===== src/rtl/apb_slave_regs.sv =====
// -----------------------------------------------------------------------------
// apb_slave_regs
//   APB completer backed by a small word-addressed register file.
//   PADDR is a word index (not a byte address). Out-of-range indices
//   (PADDR >= MEM_DEPTH) complete with PSLVERR=1, read 0 and never write.
//
//   Optional feature macro: APB_SLAVE_WAIT_EN
//     defined   : each transfer inserts WAIT_CYCLES wait states (0..15)
//     undefined : wait-state counter is compiled out; every transfer is
//                 zero-wait regardless of WAIT_CYCLES
//
// Ports
//   PCLK     in   clock, rising edge
//   PRESET   in   synchronous active-high reset
//   PSEL     in   completer select
//   PENABLE  in   access phase indicator
//   PWRITE   in   1 = write, 0 = read
//   PADDR    in   [ADDR_WIDTH-1:0] register index
//   PWDATA   in   [DATA_WIDTH-1:0] write data
//   PREADY   out  transfer completes on PSEL & PENABLE & PREADY
//   PRDATA   out  [DATA_WIDTH-1:0] read data, valid while PREADY=1
//   PSLVERR  out  error flag, valid while PREADY=1
// -----------------------------------------------------------------------------
module apb_slave_regs #(
  parameter int unsigned ADDR_WIDTH  = 8,
  parameter int unsigned DATA_WIDTH  = 32,
  parameter int unsigned MEM_DEPTH   = 16,
  parameter int unsigned WAIT_CYCLES = 2
) (
  input  logic                  PCLK,
  input  logic                  PRESET,
  input  logic                  PSEL,
  input  logic                  PENABLE,
  input  logic                  PWRITE,
  input  logic [ADDR_WIDTH-1:0] PADDR,
  input  logic [DATA_WIDTH-1:0] PWDATA,
  output logic                  PREADY,
  output logic [DATA_WIDTH-1:0] PRDATA,
  output logic                  PSLVERR
);

  localparam int unsigned IDX_W = (MEM_DEPTH > 1) ? $clog2(MEM_DEPTH) : 1;
  localparam logic [ADDR_WIDTH:0] DEPTH_EXT = (ADDR_WIDTH + 1)'(MEM_DEPTH);

  typedef enum logic [1:0] {
    S_IDLE = 2'd0,
    S_WAIT = 2'd1,
    S_DONE = 2'd2
  } state_t;

  state_t                  r_state;
  state_t                  w_state_nxt;

  // Transfer attributes captured in the setup cycle
  logic [IDX_W-1:0]        r_idx;
  logic                    r_write;
  logic [DATA_WIDTH-1:0]   r_wdata;
  logic                    r_err;

  logic [DATA_WIDTH-1:0]   r_mem [MEM_DEPTH];

  logic                    r_pready;
  logic [DATA_WIDTH-1:0]   r_prdata;
  logic                    r_pslverr;

  logic                    w_setup;
  logic                    w_access;
  logic                    w_paddr_oor;
  logic                    w_capture;
  logic                    w_enter_done;
  logic                    w_complete;
  logic                    w_mem_we;
  logic [IDX_W-1:0]        w_src_idx;
  logic                    w_src_write;
  logic                    w_src_err;
  logic                    w_pready_nxt;
  logic [DATA_WIDTH-1:0]   w_prdata_nxt;
  logic                    w_pslverr_nxt;

  assign w_setup     = PSEL & ~PENABLE;
  assign w_access    = PSEL & PENABLE;
  assign w_paddr_oor = ({1'b0, PADDR} >= DEPTH_EXT);
  assign w_capture   = (r_state == S_IDLE) && w_setup;

`ifdef APB_SLAVE_WAIT_EN
  localparam int unsigned CNT_W = (WAIT_CYCLES > 0) ? $clog2(WAIT_CYCLES + 1) : 1;

  logic [CNT_W-1:0] r_cnt;

  always_ff @(posedge PCLK) begin
    if (PRESET) begin
      r_cnt <= '0;
    end else if (w_capture) begin
      r_cnt <= CNT_W'(WAIT_CYCLES);
    end else if (r_state == S_WAIT) begin
      if (PSEL) r_cnt <= r_cnt - 1'b1;
      else      r_cnt <= '0;
    end
  end
`endif

  // ---------------------------------------------------------------------------
  // FSM: state register
  // ---------------------------------------------------------------------------
  always_ff @(posedge PCLK) begin
    if (PRESET) r_state <= S_IDLE;
    else        r_state <= w_state_nxt;
  end

  // ---------------------------------------------------------------------------
  // FSM: next-state logic
  // ---------------------------------------------------------------------------
  always_comb begin
    w_state_nxt = r_state;
    case (r_state)
      S_IDLE: begin
        // PSEL & PENABLE without a setup cycle is ignored
        if (w_setup) begin
`ifdef APB_SLAVE_WAIT_EN
          w_state_nxt = (WAIT_CYCLES != 0) ? S_WAIT : S_DONE;
`else
          w_state_nxt = S_DONE;
`endif
        end
      end
`ifdef APB_SLAVE_WAIT_EN
      S_WAIT: begin
        if (!PSEL)
          w_state_nxt = S_IDLE;
        else if (r_cnt == CNT_W'(1))
          w_state_nxt = S_DONE;   // this edge's decrement reaches zero
      end
`endif
      S_DONE: begin
        if (!PSEL || PENABLE) w_state_nxt = S_IDLE;
      end
      default: w_state_nxt = S_IDLE;
    endcase
  end

  // ---------------------------------------------------------------------------
  // FSM: output logic (next values of the registered bus outputs)
  // ---------------------------------------------------------------------------
  always_comb begin
    w_enter_done = (r_state != S_DONE) && (w_state_nxt == S_DONE);
    w_complete   = (r_state == S_DONE) && w_access;
    w_mem_we     = w_complete && r_write && !r_err;

    // Zero-wait entry happens on the setup edge itself, before the latches
    // hold the transfer, so the live bus is used as the source there.
    if (r_state == S_IDLE) begin
      w_src_idx   = PADDR[IDX_W-1:0];
      w_src_write = PWRITE;
      w_src_err   = w_paddr_oor;
    end else begin
      w_src_idx   = r_idx;
      w_src_write = r_write;
      w_src_err   = r_err;
    end

    w_pready_nxt  = 1'b0;
    w_prdata_nxt  = '0;
    w_pslverr_nxt = 1'b0;
    if (w_enter_done) begin
      w_pready_nxt  = 1'b1;
      w_pslverr_nxt = w_src_err;
      if (!w_src_write && !w_src_err) w_prdata_nxt = r_mem[w_src_idx];
    end else if (w_state_nxt == S_DONE) begin
      w_pready_nxt  = r_pready;
      w_prdata_nxt  = r_prdata;
      w_pslverr_nxt = r_pslverr;
    end
  end

  // ---------------------------------------------------------------------------
  // Setup-cycle latches and registered outputs
  // ---------------------------------------------------------------------------
  always_ff @(posedge PCLK) begin
    if (PRESET) begin
      r_idx     <= '0;
      r_write   <= 1'b0;
      r_wdata   <= '0;
      r_err     <= 1'b0;
      r_pready  <= 1'b0;
      r_prdata  <= '0;
      r_pslverr <= 1'b0;
    end else begin
      if (w_capture) begin
        r_idx   <= PADDR[IDX_W-1:0];
        r_write <= PWRITE;
        r_wdata <= PWDATA;
        r_err   <= w_paddr_oor;
      end
      r_pready  <= w_pready_nxt;
      r_prdata  <= w_prdata_nxt;
      r_pslverr <= w_pslverr_nxt;
    end
  end

  // ---------------------------------------------------------------------------
  // Register file
  // ---------------------------------------------------------------------------
  always_ff @(posedge PCLK) begin
    if (PRESET) begin
      for (int unsigned i = 0; i < MEM_DEPTH; i++) r_mem[i] <= '0;
    end else if (w_mem_we) begin
      r_mem[r_idx] <= r_wdata;
    end
  end

  assign PREADY  = r_pready;
  assign PRDATA  = r_prdata;
  assign PSLVERR = r_pslverr;

endmodule

===== config.mk =====
export PLATFORM = sky130hd
export DESIGN_NAME = apb_slave_regs
export DESIGN_NICKNAME = d
export VERILOG_FILES = /design/src/rtl/apb_slave_regs.sv
export SDC_FILE = /design/constraint.sdc
export NUM_CORES = 1
export LEC_CHECK = 0
export CORE_MARGIN = 3
export CORE_UTILIZATION = 35
export CTS_CLUSTER_SIZE = 10
export DETAILED_ROUTE_END_ITERATION = 8
export GPL_TIMING_DRIVEN = 0
export HOLD_SLACK_MARGIN = 0.02
export SYNTH_ARGS = -nofsm -noshare
export SYNTH_HDL_FRONTEND = slang
export SYNTH_SLANG_ARGS = --single-unit
export TNS_END_PERCENT = 10

===== constraint.sdc =====
create_clock -name PCLK -period 3.22 [get_ports PCLK]
set_clock_uncertainty 0.2 [all_clocks]
set_input_delay 0.483 -clock PCLK [delete_from_list [all_inputs] [get_ports PCLK]]
set_output_delay 0.483 -clock PCLK [all_outputs]
set_load 0.02 [all_outputs]

== Yosys cells after proc, flatten, opt, wreduce, memory -nomap -nowiden ==
Memory sizes are Yosys's and may differ from the RTL's.
Index checks and enable logic that the tools add are counted.

* Register bits after elaboration: 74
* RAM bits: 512
* Bits of input ports: 45
* Logic and storage cells: 50
* Memories: 1

{| class="wikitable"
|+ Memory list
! memory !! depth !! bits a word !! rd ports !! clocked after Yosys merged registers in !! wr ports !! RTL line !! source
|-
| r_mem || 16 || 32 || 1 || 0 || 16 || 60 || <nowiki>logic [DATA_WIDTH-1:0] r_mem [MEM_DEPTH];</nowiki>
|}

* $lt $le $gt $ge: 1
* Eq/ne operators: 4
* Multiplexer cells: 20
* Bitwise gates (word level): 3
* Reductions and logical operators: 13

{| class="wikitable"
|+ Operators by type and width
! kind !! number
|-
| $mux W32 || 4
|-
| $reduce_or A32 Y1 || 1
|-
| $mux W1 || 11
|-
| $ge A8 B5 Y1 const B || 1
|-
| $mux W4 || 2
|-
| $logic_and A1 B1 Y1 || 6
|-
| $eq A2 B2 Y1 const B || 2
|-
| $logic_not A1 Y1 || 4
|-
| $mux W2 || 2
|-
| $ne A2 B2 Y1 const B || 2
|-
| $pmux W2 S2 || 1
|-
| $and A1 B1 Y1 || 2
|-
| $logic_not A2 Y1 || 1
|-
| $logic_or A1 B1 Y1 || 1
|-
| $not A1 Y1 || 1
|}

== Logic depth before layout (Yosys ltp) ==
* Depth after elaboration: 9
* Gate-level depth with buffers: 9
* Mapped depth without buffers: 5

== Worst setup path before layout ==
Ideal clock, no wire load.

* Kind: input port to flip-flop
* Start: input port PSEL
* End: memory r_mem[8][0] (enable)
* Data arrival time: 1989 ps
* Required time: 2645 ps
* Slack: 657 ps
* Stages: 5
* Path through: and4b_1 -> and3_1 -> or3b_1 -> nor2_1 -> or2_2

{| class="wikitable"
|+ RTL lines
! element !! RTL line !! source
|-
| start, declared || 32 || <nowiki>input logic PSEL,</nowiki>
|-
| end, declared || 60 ||
|}

== Final worst setup path ==
* Start: register r_state[0]
* End: register r_prdata[31] (netlist: PRDATA[31])

* Word-level cells in the longest chain between the ends: 6
* Elaborated cells on any way between the ends: 18

{| class="wikitable"
|+ Ends and longest elaborated chain
! element !! RTL line !! source
|-
| start, declared || 51 || <nowiki>state_t r_state;</nowiki>
|-
| start signal, assigned || 107 || <nowiki>else r_state <= w_state_nxt;</nowiki>
|-
| branches (longest 6 deep; another with $mem_v2 Z16 W32) || -- ||
|-
| end signal, assigned || 195 || <nowiki>r_prdata <= w_prdata_nxt;</nowiki>
|-
| end, declared || 63 || <nowiki>logic [DATA_WIDTH-1:0] r_prdata;</nowiki>
|}

Parallel ways; which one is timed is not known.
A chain may end at the register's enable or synchronous reset.

==> metrics.cfg <==
[global_route]
grt_max_degree = 33
grt_pass1_wl_mm = 110
grt_antenna_before_repair = 1
grt_pass1_vias = 17900
overflow = 0
grt_use_total = 0.178

[final_layout]
drive_gt1_frac = 0.112
final_cell_mix = and2_1 (512), edfxtp_1 (512), clkbuf_1 (197)
fin_cells = 3407
nets = 2366
area_growth_pct = 15.8

[synthesis]
synth-seq-area-share = 0.617
avgSynthCellArea_um2 = 12.6
synth.area.top_cells = edfxtp_1 (56%), and2_1 (12%), mux2i_1 (5.8%), dfxtp_1 (5.4%), nand3_1 (2.9%)
synthArstFlopShare = 0
syn_area_mm2 = 0.0273
synth_edf_count = 512
syn_inst = 2173
yosys_most_used_dff = edfxtp_1
ys_warn_count = 0
synthDistinctLibCells = 56
ys_ff_latch = 586
synth_top_cell_by_area = edfxtp_1
syn_nets = 2218
synth_top_area_frac = 0.563

[min_path]
min_to = r_wdata[16]$_SDFFE_PP0P_
hold_path_startpoint = PWDATA[16]
hp-class = primary input to flop
whs_path_depth = 3

[drt]
drc = 0
ant_nets = 0
route.met2.wl_mm = 35.7
wire_per_inst_um = 21.6
routed-wl-met3_mm = 5.18
dr.max_layer_used = met5
vias = 17500
met1_length_mm = 30.5
drt-initial-drc-count = 1400
drt_pass1_iterations = 5
vias_per_cell = 5.14
wl_mm = 73.5

[sta]
timing.final.crit_share = 0.995
setup_viol = 0
worst_pin_slew_ps = 983
hold_viol_final = 0
maxSlewViolCount = 0
max_clock_freq_mhz = 312
fin_crit_ps = 3200
rsz0062_at_grt = true
slew_headroom = 0.339

[floorplan]
die-width_um = 285
dieHeight_um = 285
io_pins = 79
core-area_mm2 = 0.0767
start_util = 0.356
dieArea_mm2 = 0.0815
std_cell_rows = 101

[worst_setup_path]
rrSetupSlack_ps = 20
crit_chain = buf_2, nor2_2, clkbuf_1, mux2_2, a221oi_1, a32oi_2, nand3_1
cp_top_family = buffers and inverters
path_buf_inv = 2
r2r_cells = 7
rr_endpoint = PRDATA[31]$_SDFFE_PP0P_
start_kind = flop
slowest_stage = clkbuf_1
critPathMaxFanout = 10
worstPathRequired_ps = 3550
end_kind = flop
critPathArrivalTime_ps = 3540
crit_type = flop to flop
reg2reg_from = r_state[0]$_SDFF_PP0_
slowest_delay_ps = 740

[clocking]
cts-root-buf = clkbuf_16
cts.sinks = 586
h-tree-depth = 3
clk_latency_ps = 600
numCtsBuffers = 69
cts_buffer_depth = 3
tritoncts = built
clk_pin_slew_ps = 60

[power]
leakage_uw = 0.0111
cellPowerDensity_mw_per_mm2 = 532
power_uw = 16800
ir_worst_vdd_v = 0.000374

[placement]
hpwl_mm = 54.3
gp_congestion = 0.893
post-place-cells = 3281
portBuffers = 78

[run_status]
status = finished, final reports clean

[run]
max_cap_viol_count = 0

-- flip-flops by register name, summed over array words and instances (netlist names) --
| register | flops |
|---|---|
| r_mem | 512 |
| PRDATA | 32 |
| r_wdata | 32 |
| r_idx | 4 |
| r_state | 2 |
| PREADY | 1 |
| PSLVERR | 1 |
| r_err | 1 |
| r_write | 1 |
-- logic make-up (layout without fill, tap and decap cells) --
group,count (synthesis),count (layout),synth area share
and+or+nand+nor,889,889,0.183
other,1,2,0.000137
AOI/OAI and AO/OA,247,247,0.0611
buffers and inverters,198,401,0.0292
DFF,586,586,0.617
muxes,252,252,0.110
-- Yosys cell counts (7+ instances only) --
cell / count
nor3_1: 7
a221oi_1: 31
mux2_2: 63
nand3_1: 160
and2_1: 512
buf_2: 38
nand2_1: 144
edfxtp_1: 512
a32oi_1: 31
nor2_1: 20
mux2i_1: 157
a221o_1: 31
a21oi_1: 72
mux4_2: 32
o21ai_0: 66
dfxtp_1: 74
clkbuf_1: 151
or2_2: 17
-- worst register-to-register path, cell delays in order, from the launching register on --
cell and delay (ps):
dfxtp_1 290, buf_2 180, nor2_2 390, clkbuf_1 740, mux2_2 420, a221oi_1 490
a32oi_2 290, nand3_1 140
-- through the flow --
step	util	TNS [ps]	area, um2	setup slack (ps)	hold slack [ps]
finish	0.412	0	31600	15.4	242
global placement	0.383	-402760	29400	-1010	243
detailed placement	0.383	-427760	29400	-1030	245
CTS	0.410	-947	31500	-36.7	211
global route	0.412	-85.7	31600	-46.2	246
floorplan	-	0	27300	657	232
-- layer usage --
layer	GRT usage	up-vias
li1	-	8209
met5	0	-
met4	0.0663	2
met2	0.299	546
met3	0.0333	117
met1	0.231	8648
-- worst max path at each step --
stage                          start                         to  slack [ps]  cells past startpoint
6_report       r_state[0]$_SDFF_PP0_    PRDATA[31]$_SDFFE_PP0P_          20                      7
2_1_floorplan                   PSEL  r_mem[8][0]$_SDFFCE_PN0P_         660                      5
3_5_place_dp                PADDR[1]    PRDATA[29]$_SDFFE_PP0P_       -1030                      8
5_1_grt                     PADDR[0]     PRDATA[2]$_SDFFE_PP0P_         -50                      8
4_1_cts        r_state[0]$_SDFF_PP0_  r_mem[4][3]$_SDFFCE_PN0P_         -40                      6
3_3_place_gp                PADDR[1]    PRDATA[24]$_SDFFE_PP0P_       -1010                      8
-- layout make-up --
type	instances	area (um2)
fillers	7156	45100
flip-flops and latches	586	16900
multi-input cells	1389	9880
clock buffers	121	1970
well taps	1030	1290
plain buffers	195	803
repair buffers	78	781
clock inverters	5	43.8
inverters	2	7.51
diodes	1	2.50
-- power by group --
| group | internal, uW | switching, uW | total (uW) |
|---|---|---|---|
| clock network | 4150 | 3000 | 7150 |
| logic | 384 | 700 | 1080 |
| registers | 8480 | 109 | 8590 |
-- repair_timing --
item,CTS,global route
hold buffers,0,0
setup endpoints to repair,378,309
resized for setup,21,30
pin swaps,0,0
setup buffers,0,0
Note: power is estimated with default switching activity, not from simulation.
